$ cat src/rtl/button_scanner.sv
// Scans an external parallel-in/serial-out button register, debounces every bit
// across frames and exposes buttons/changed over an Avalon-MM slave with a level irq.
module button_scanner #(
    parameter int NBITS          = 16,
    parameter int CLK_DIV        = 25,
    parameter int SCAN_GAP       = 50000,
    parameter int DEBOUNCE_SCANS = 4
) (
    input  logic        clk,
    input  logic        reset_n,
    output logic        shiftreg_clk,
    output logic        shiftreg_loadn,
    input  logic        shiftreg_out,
    input  logic        avs_address,
    input  logic        avs_read,
    output logic [31:0] avs_readdata,
    output logic        irq
);

    localparam int CNT_MAX = (SCAN_GAP > CLK_DIV) ? SCAN_GAP : CLK_DIV;
    localparam int CW      = $clog2(CNT_MAX + 1);
    localparam int IW      = (NBITS > 1) ? $clog2(NBITS) : 1;

    typedef enum logic [2:0] {GAP, LOAD, LOW, HIGH, UPDATE} state_t;

    state_t           r_state;
    logic [CW-1:0]    r_phase;
    logic [IW-1:0]    r_idx;
    logic             r_sclk;
    logic             r_loadn;
    logic [NBITS-1:0] r_raw;
    logic [NBITS-1:0] r_buttons;
    logic [NBITS-1:0] r_changed;
    logic [3:0]       r_db_cnt [NBITS];
    logic [31:0]      r_readdata;
    logic             r_irq;

    logic [3:0]       w_db_next [NBITS];
    logic [NBITS-1:0] w_toggle;
    logic [NBITS-1:0] w_clear;
    logic             w_gap_done;
    logic             w_div_done;
    logic [IW-1:0]    w_raw_pos;

    assign w_gap_done = (r_phase == CW'(SCAN_GAP - 1));
    assign w_div_done = (r_phase == CW'(CLK_DIV - 1));
    // First bit shifted out is the MSB of the frame.
    assign w_raw_pos  = IW'(NBITS - 1) - r_idx;

    always_ff @(posedge clk or negedge reset_n) begin
        if (!reset_n) begin
            r_state <= GAP;
            r_phase <= '0;
            r_idx   <= '0;
            r_sclk  <= 1'b0;
            r_loadn <= 1'b1;
            r_raw   <= '0;
        end else begin
            r_phase <= r_phase + CW'(1);
            case (r_state)
                GAP: begin
                    if (w_gap_done) begin
                        r_state <= LOAD;
                        r_phase <= '0;
                        r_loadn <= 1'b0;
                    end
                end
                LOAD: begin
                    if (w_div_done) begin
                        r_state <= LOW;
                        r_phase <= '0;
                        r_idx   <= '0;
                        r_loadn <= 1'b1;
                    end
                end
                LOW: begin
                    if (w_div_done) begin
                        r_state          <= HIGH;
                        r_phase          <= '0;
                        r_sclk           <= 1'b1;
                        r_raw[w_raw_pos] <= ~shiftreg_out;
                    end
                end
                HIGH: begin
                    if (w_div_done) begin
                        r_phase <= '0;
                        r_sclk  <= 1'b0;
                        if (r_idx == IW'(NBITS - 1)) begin
                            r_state <= UPDATE;
                        end else begin
                            r_state <= LOW;
                            r_idx   <= r_idx + IW'(1);
                        end
                    end
                end
                UPDATE: begin
                    r_state <= GAP;
                    r_phase <= '0;
                end
                default: begin
                    r_state <= GAP;
                    r_phase <= '0;
                    r_sclk  <= 1'b0;
                    r_loadn <= 1'b1;
                end
            endcase
        end
    end

    always_comb begin
        w_toggle = '0;
        for (int unsigned i = 0; i < NBITS; i++) begin
            w_db_next[i] = r_db_cnt[i];
            if (r_state == UPDATE) begin
                if (r_raw[i] != r_buttons[i]) begin
                    if (r_db_cnt[i] == 4'(DEBOUNCE_SCANS - 1)) begin
                        w_toggle[i]  = 1'b1;
                        w_db_next[i] = '0;
                    end else begin
                        w_db_next[i] = r_db_cnt[i] + 4'd1;
                    end
                end else begin
                    w_db_next[i] = '0;
                end
            end
        end
    end

    assign w_clear = (avs_read && avs_address) ? r_changed : '0;

    // Set from a toggle overrides a read-clear of the same bit.
    always_ff @(posedge clk or negedge reset_n) begin
        if (!reset_n) begin
            r_buttons  <= '0;
            r_changed  <= '0;
            r_readdata <= '0;
            r_irq      <= 1'b0;
            for (int unsigned i = 0; i < NBITS; i++) begin
                r_db_cnt[i] <= '0;
            end
        end else begin
            r_buttons <= r_buttons ^ w_toggle;
            r_changed <= (r_changed & ~w_clear) | w_toggle;
            r_irq     <= |r_changed;
            for (int unsigned i = 0; i < NBITS; i++) begin
                r_db_cnt[i] <= w_db_next[i];
            end
            if (avs_read) begin
                r_readdata <= avs_address ? 32'(r_changed) : 32'(r_buttons);
            end
        end
    end

    assign shiftreg_clk   = r_sclk;
    assign shiftreg_loadn = r_loadn;
    assign avs_readdata   = r_readdata;
    assign irq            = r_irq;

endmodule

$ cat config.mk
export PLATFORM = sky130hd
export DESIGN_NAME = button_scanner
export DESIGN_NICKNAME = d
export VERILOG_FILES = /design/src/rtl/button_scanner.sv
export SDC_FILE = /design/constraint.sdc
export NUM_CORES = 1
export LEC_CHECK = 0
export CORE_ASPECT_RATIO = 1.5
export CORE_MARGIN = 2
export CORE_UTILIZATION = 27
export DETAILED_ROUTE_END_ITERATION = 10
export GPL_TIMING_DRIVEN = 0
export SLEW_MARGIN = 30
export SYNTH_ARGS = -nofsm -noshare
export SYNTH_HDL_FRONTEND = slang
export SYNTH_SLANG_ARGS = --single-unit
$ cat constraint.sdc
create_clock -name clk -period 2.2 [get_ports clk]
set_input_delay 0.22 -clock clk [delete_from_list [all_inputs] [get_ports clk]]
set_output_delay 0.22 -clock clk [all_outputs]
set_load 0.03 [all_outputs]
==> results.md, run 1 <==
* Routed vias/inst at between 4 and 5
* HPWL after DPL at around 12000 um
* Top-count cell post-synth: sky130_fd_sc_hd__dfrtp_1
* Biggest area contributors in the synthesized netlist: sky130_fd_sc_hd__dfrtp_1, sky130_fd_sc_hd__a22o_1, sky130_fd_sc_hd__o21ai_0
* Ratio of total power to cell area at 703 nW/um^2
* Top delay family on crit path: simple AND/OR/NAND/NOR gates
* Worst min-delay path category: input port to asynchronous set/reset pin
* Worst slew margin relative to its limit at 0.481
* Drt total wl at 17800 um
* Growth of design area from synthesis to finish at 19.1%
* Drt wl/cell at roughly 16 um
* Largest net degree at the start of global routing at 70
* Main flop type after synthesis: sky130_fd_sc_hd__dfrtp_1
* Max Transition Viols Final at 0
* RSZ-0062 raised after global routing: false
* DRC errors left at 0
* Final net count at slightly above 800
* Vias in the first global route at approximately 5.7k
* DIE HEIGHT at approximately 210 um
* Antenna violations before repair at 1
* Crit path capture type: flop
* Kind of start point of the critical path: flop
* DRC violation total after the first TritonRoute iteration at roughly 250
* Remaining antenna violation count at 0
* Max VDD drop at 0.496 mV
* Total count of hold-check failures in the final report at 0
* Data arrival time of the critical path at around 2.4 ns
* Most area-hungry cell type in the Yosys netlist: sky130_fd_sc_hd__dfrtp_1
* I/O Pins at 40
* Post-Route Skew at 0.00692 ns
* Final non-filler cell area at 8960 um^2
* Async S/R FF share, synth at 1.00
* Clock Tree Root: sky130_fd_sc_hd__clkbuf_16
* Share of post-route cells with drive strength above 1 at 0.107
* Cell with the largest stage delay on the worst path: sky130_fd_sc_hd__dfrtp_1
* Clock Pin Slew Worst Setup and Hold Paths at ~0.07 ns
* Timing-limited maximum frequency at 0.492 GHz
* Required time reported for the critical path endpoint at 2.55 ns
* Number of antenna repair diodes at 0
* Detailed-routing iteration count for the pre-antenna-repair pass at 4
* Final Total Pwr at between 6 and 7 mW
* Clk_lat worst skew at 0.43 ns
* Total routing usage reported by global routing at 0.128
* Sink count of the clock tree at 154
* Leakage power of the design at approximately 3.9 nW
* Synthesized area per cell at a little over 10 um^2
* Starting Density at 0.276
* Total of warnings raised by yosys at 0
* Core ar. at about 27000 um^2
* Hold WS at 0.218 ns
* Synthesized cell area at 7530 um^2
* Post-synth cell types at between 50 and 60
* Outcome: completed
* Category of the critical setup timing path: flop to flop
* Number of port buffers at 20
* Number of instances in the synthesized netlist at 733
* Filler cell count in the final layout at between 2k and 3k
* Longest Clk Path Bufs at 2
* Final RePlAce weighted congestion at 0.814
* Post-place instance area at roughly 8300 um^2
* Share of synthesized area occupied by flip-flops and latches at 0.512
* Cell types with the highest counts after synthesis: sky130_fd_sc_hd__dfrtp_1, sky130_fd_sc_hd__nand2_1, sky130_fd_sc_hd__o21ai_0
* Post-route clock period utilization at 0.925
* Maximum cell stage delay along the critical path at 0.46 ns
* Number of buffers and inverters on the critical path at 1
* Slew at the pin closest to its max-slew limit at about 0.78 ns
* Critical path peak fanout at 10
* Standard-cell rows at 74
* Maximum capacitance violations at 0
* Clock tree from TritonCTS: done
* Via Count at about 5.6k
* Final setup violation count at 0
* Gr ovfl total at 0
* Die Outline Area at between 20000 and 30000 um^2
* Number of buffers inserted during clock tree synthesis at 17
* Area share of the leading cell type in the synthesized netlist at 0.509
* Critical Path, Cell by Cell: nor4_4 -> nand4_1 -> clkbuf_2 -> nor3_2 -> mux2i_1
* Total of flip-flops plus latches after synthesis at 154
* Shortest clock period the worst path allows after layout at a little over 2 ns
* Horizontal die dimension at 140 um
* H-tree depth at 4
* First-pass GRT wire length at roughly 30000 um
* Number of enable-type register cells in the synthesized netlist at 0
-- worst register-to-register path, stage by stage, from the launching register on --
cell and delay (ns):
sky130_fd_sc_hd__dfrtp_1 0.46, sky130_fd_sc_hd__nor4_4 0.44, sky130_fd_sc_hd__nand4_1 0.22, sky130_fd_sc_hd__clkbuf_2 0.26, sky130_fd_sc_hd__nor3_2 0.34, sky130_fd_sc_hd__mux2i_1 0.23
-- cell usage in the layout (no fill, tap or decap), types with 5 or more instances in the layout --
cell type                         netlist  routed
sky130_fd_sc_hd__o21ai_0               66      66
sky130_fd_sc_hd__nand2_1               70      70
sky130_fd_sc_hd__nand4b_1              16      16
sky130_fd_sc_hd__nor3_1                14      12
sky130_fd_sc_hd__xnor2_1               22      22
sky130_fd_sc_hd__a22o_1                45      45
sky130_fd_sc_hd__mux2_2                 7       7
sky130_fd_sc_hd__nor4_1                14      11
sky130_fd_sc_hd__clkbuf_2               0       5
sky130_fd_sc_hd__buf_4                 16      17
sky130_fd_sc_hd__nor2_1                57      57
sky130_fd_sc_hd__nand3_1               18      18
sky130_fd_sc_hd__a31oi_1               19      19
sky130_fd_sc_hd__nor3b_1               18      18
sky130_fd_sc_hd__ha_1                  22      22
sky130_fd_sc_hd__conb_1                 1      16
sky130_fd_sc_hd__inv_1                 18      18
sky130_fd_sc_hd__o31ai_1               12      12
sky130_fd_sc_hd__dfrtp_1              153     153
sky130_fd_sc_hd__clkdlybuf4s50_1        0      19
sky130_fd_sc_hd__a21oi_1               22      22
sky130_fd_sc_hd__nand4_1               22      22
sky130_fd_sc_hd__clkbuf_1              23      19
sky130_fd_sc_hd__clkbuf_16              0      17
sky130_fd_sc_hd__mux2i_1               26      26
-- where the power goes --
| group | internal (mW) | switching (mW) | leakage, nW |
|---|---|---|---|
| combinational | 0.0850 | 0.190 | 1.59 |
| sequential | 2.85 | 0.0130 | 2.03 |
| clock | 1.94 | 1.22 | 0.297 |
-- path summary, 6_finish.rpt --
path                                    to  slack [ns]           start  depth (start not counted)
max in group asynchronous   shiftreg_loadn        0.99         reset_n                          4
min in group clk           avs_readdata[0]        0.22        avs_read                          3
min reg2reg                 shiftreg_loadn        0.50  shiftreg_loadn                          2
max reg2reg                      r_raw[12]        0.17     r_phase[11]                          5
max                              r_raw[12]        0.17     r_phase[11]                          5
min                           r_db_cnt[31]        0.22         reset_n                          2
-- metal layers --
layer,GRT usage,vias up,share of wire
met1,0.147,2776,0.42
met5,0,-,0.00084
met4,0.0606,2,0.021
li1,-,2775,-
met2,0.231,77,0.53
met3,0.0214,18,0.026
-- area by class of cell --
cell class | instances | area, um^2 | share of cell area
Tap cell | 342 | 428 | 0.0477
Inverter | 18 | 67.6 | 0.00754
Timing Repair Buffer | 24 | 278 | 0.0310
Multi-Input combinational cell | 531 | 3460 | 0.386
Clock buffer | 19 | 443 | 0.0494
Buffer | 45 | 240 | 0.0268
Sequential cell | 154 | 3850 | 0.430
Clock inverter | 13 | 190 | 0.0212
-- cell families after synthesis --
logic type / share of synthesized area
compound gates: 0.151
buf+inv: 0.0401
mux: 0.0450
flops: 0.512
xor+xnor: 0.0303
other cells: 0.000498
fa+ha+maj: 0.0366
simple gates: 0.185
-- timing repair --
| item | in CTS | in global routing |
|---|---|---|
| buffers inserted | 0 | 1 |
| setup endpoints to repair | 2 | 37 |
| hold endpoints to repair | 85 | 0 |
| pin swaps | 0 | 1 |
| hold buffers | 1 | 0 |
| gates resized for setup | 2 | 14 |
-- flip-flops by register name, indices dropped and copies added, names as in the netlist --
name / flops
r_buttons: 16
avs_readdata: 16
r_state: 3
irq: 1
shiftreg_loadn: 1
r_raw: 16
r_idx: 4
r_changed: 16
r_db_cnt: 64
r_phase: 16
shiftreg_clk: 1
-- stage by stage --
step	std cells	worst slack (ns)	setup TNS, ns	util
floorplan	748	0.439	0	-
global placement	1110	-5.58	-854.21	0.301
detailed placement	1112	-0.142	-0.203	0.303
CTS	1145	0.00189	0	0.327
global route	1146	0.0101	0	0.328
finish	1146	0.166	0	0.328
(Power assumes the default switching activity.)
==> run 2: changes to the inputs <==
HOLD_SLACK_MARGIN = 0.02   (was unset)
==> results of run 2 <==
The final DEF is identical to that of run 1; final timing and power are the same.
==> run 3: changes to the inputs <==
PLACE_DENSITY_LB_ADDON = 0.12   (was unset)
==> run 3 against run 2 <==
Final cell count shrank 0.26%. Sequential power hardly changed. Die area stayed put. Critical path depth is 1 higher.
==> results.md, run 3 (synthesized netlist as in run 1, its figures left out) <==
* Outcome: completed
* H-tree depth at 4 (unchanged)
* Growth of design area from synthesis to finish at 18.8%
* Clk pwr share at 0.505 (+0.003)
* Share of total power in combinational logic at 0.043 (about the same)
* Max VDD drop at 0.526 mV (+6.0%)
* Largest net degree at the start of global routing at 83 (+19%)
* Leakage power of the design at 3.89 nW (-0.55%)
* Fraction of the core area covered by cells at the end of the flow at 0.328 (-0.000641)
* Most frequent standard cell in the layout excluding fill and tap cells: sky130_fd_sc_hd__dfrtp_1
* Post-route clock period utilization at 0.938 (+0.0136)
* Post-CTS Setup Inserts at 0 (unchanged)
* DRC errors left at 0 (unchanged)
* HPWL after DPL at 13700 um (+10%)
* Via Count at 5759 (+2.0%)
* Number of cells in the finished layout apart from fillers at 1143 (-0.26%)
* Final setup violation count at 0 (unchanged)
* Internal cell power at 4.94 mW (+1.2%)
* Clock Pin Slew Worst Setup and Hold Paths at 0.06 ns (about the same)
* Crit path capture type: flop
* Core ar. at 27300 um^2 (unchanged)
* Minimum setup slack among reg-to-reg paths at 0.14 ns (-0.03 ns)
* Data arrival time of the critical path at 2.41 ns (+0.03 ns)
* Kind of start point of the critical path: flop
* Power spent charging and discharging nets at 1.41 mW (-1.4%)
* Switching portion of total power at 0.222 (-0.00459)
* Hold WS at 0.180 ns (-0.0378 ns)
* Drt total wl at 19800 um (+11%)
* Ratio of total power to cell area at 709 nW/um^2 (+0.82%)
* Maximum cell stage delay along the critical path at 0.62 ns (+0.16 ns)
* Worst min-delay path category: input port to flop
* Number of buffers inserted during clock tree synthesis at 17 (unchanged)
* Total routing usage reported by global routing at 0.140 (+0.0114)
* Post-Route Skew at 0.00822 ns (+0.00130 ns)
* Required time reported for the critical path endpoint at 2.54 ns (about the same)
* Fin worst setup slack at 0.136 ns (-0.0300 ns)
* Antenna violations before repair at 0 (-1)
* Clock Tree Root: sky130_fd_sc_hd__clkbuf_16
* Starting Density at 0.276 (unchanged)
* Worst slew margin relative to its limit at 0.493 (+0.0119)
* Remaining antenna violation count at 0 (unchanged)
* Clk_lat worst skew at 0.42 ns (about the same)
* Routed vias/inst at 5.04 (+2.2%)
* Critical path peak fanout at 7 (-3)
* Share of post-route cells with drive strength above 1 at 0.106 (-0.000848)
* Number of antenna repair diodes at 0 (unchanged)
* Longest Clk Path Bufs at 2 (unchanged)
* Most used cells in the layout excluding fill and tap cells: sky130_fd_sc_hd__dfrtp_1, sky130_fd_sc_hd__nand2_1, sky130_fd_sc_hd__o21ai_0
* Gr ovfl total at 0 (unchanged)
* Horizontal die dimension at 140 um (unchanged)
* Number of buffers and inverters on the critical path at 1 (unchanged)
* Cell with the largest stage delay on the worst path: sky130_fd_sc_hd__nor4_1
* Critical Path Stages at 6 (+1)
* Sink count of the clock tree at 154 (unchanged)
* Critical Path, Cell by Cell: inv_1 -> ha_1 -> nor3b_4 -> nand2_1 -> nor4_1 -> mux2i_1
* Slew at the pin closest to its max-slew limit at 0.761 ns (-0.0179 ns)
* Shortest clock period the worst path allows after layout at 2.06 ns (+0.0300 ns)
* I/O Pins at 40 (unchanged)
* DIE HEIGHT at 208 um (unchanged)
* Top delay family on crit path: simple AND/OR/NAND/NOR gates
* Vias in the first global route at 5830 (+1.5%)
* Category of the critical setup timing path: flop to flop
* Sequential cell fraction of total power at 0.452 (-0.003)
* Detailed-routing iteration count for the pre-antenna-repair pass at 5 (+1)
* Drt wl/cell at 17.3 um (+11%)
* Endpoint of the worst setup timing path: r_raw[1]
* Post-Place Worst Slack at -0.196 ns (-0.0541 ns)
* # placed instances at 1111 (-0.090%)
* Final net count at 816 (-0.24%)
* Filler cell count in the final layout at 2722 (+0.33%)
* Number of port buffers at 20 (unchanged)
* Die Outline Area at 29300 um^2 (unchanged)
* Register bank with the most flops: r_db_cnt
* Max Transition Viols Final at 0 (unchanged)
* Worst R2R End: r_raw[1]
* Total count of hold-check failures in the final report at 0 (unchanged)
* Clock tree from TritonCTS: done
* Standard-cell rows at 74 (unchanged)
* Timing-limited maximum frequency at 0.484 GHz (-1.5%)
* DRC violation total after the first TritonRoute iteration at 303 (+22%)
* First-pass GRT wire length at 31900 um (+6.4%)
* Final RePlAce weighted congestion at 0.770 (-5.4%)
* RSZ-0062 raised after global routing: true
* Maximum capacitance violations at 0 (unchanged)
* Cell count of the worst reg-to-reg path at 6 (+1)
* Largest register FFs at 64 (unchanged)
* Critical path startpoint: r_phase[0]
* Critical R2R Launch: r_phase[0]
-- run 3: through the flow --
step,power (mW),instance area [um^2],setup TNS [ns]
global placement,3.19,8210,-849.19
CTS,6.44,8910,-0.0190
finish,6.34,8950,0
global route,6.56,8950,-0.00713
floorplan,3.06,7580,0
detailed placement,3.20,8240,-3.34
-- run 3: final cells by class --
cell class	instances	area [um^2]	area share
Clock buffer	19	433	0.0484
Buffer	45	240	0.0269
Multi-Input combinational cell	531	3480	0.389
Inverter	18	67.6	0.00755
Clock inverter	12	199	0.0222
Sequential cell	154	3850	0.431
Timing Repair Buffer	22	243	0.0271
Tap cell	342	428	0.0478
-- run 3: worst min path at each step --
| stage | from | end | cells after the start |
|---|---|---|---|
| 2_1_floorplan | reset_n | avs_readdata[0] | 0 |
| 3_3_place_gp | r_db_cnt[43] | r_db_cnt[43] | 1 |
| 3_5_place_dp | reset_n | r_db_cnt[35] | 1 |
| 4_1_cts | avs_read | avs_readdata[0] | 3 |
| 5_1_grt | avs_read | avs_readdata[0] | 3 |
| 6_report | avs_read | avs_readdata[0] | 3 |
-- run 3: routing by layer --
layer | up-vias | wire (um) | GRT usage
met3 | 21 | 537 | 0.0242
met5 | - | 0 | 0
met2 | 84 | 10400 | 0.247
li1 | 2759 | - | -
met4 | 0 | 319 | 0.0526
met1 | 2895 | 8530 | 0.170
-- run 3: repair_timing --
action / in CTS / in global routing
hold endpoints to repair: 72 / 0
hold buffers: 1 / 0
setup endpoints to repair: 37 / 15
gates resized for setup: 8 / 10
-- run 3: power groups by stage --
stage	combinational [mW]	clock (mW)	sequential (mW)
after CTS	0.282	3.29	2.86
after detailed placement	0.279	0	2.92
final	0.274	3.20	2.86
after global routing	0.300	3.40	2.86
after floorplan	0.102	0	2.96
after global placement	0.269	0	2.92
-- run 3: worst register-to-register path, cell delays in order, from the launching register on --
cell	delay, ns
sky130_fd_sc_hd__dfrtp_1	0.42
sky130_fd_sc_hd__inv_1	0.07
sky130_fd_sc_hd__ha_1	0.15
sky130_fd_sc_hd__nor3b_4	0.24
sky130_fd_sc_hd__nand2_1	0.24
sky130_fd_sc_hd__nor4_1	0.62
sky130_fd_sc_hd__mux2i_1	0.25
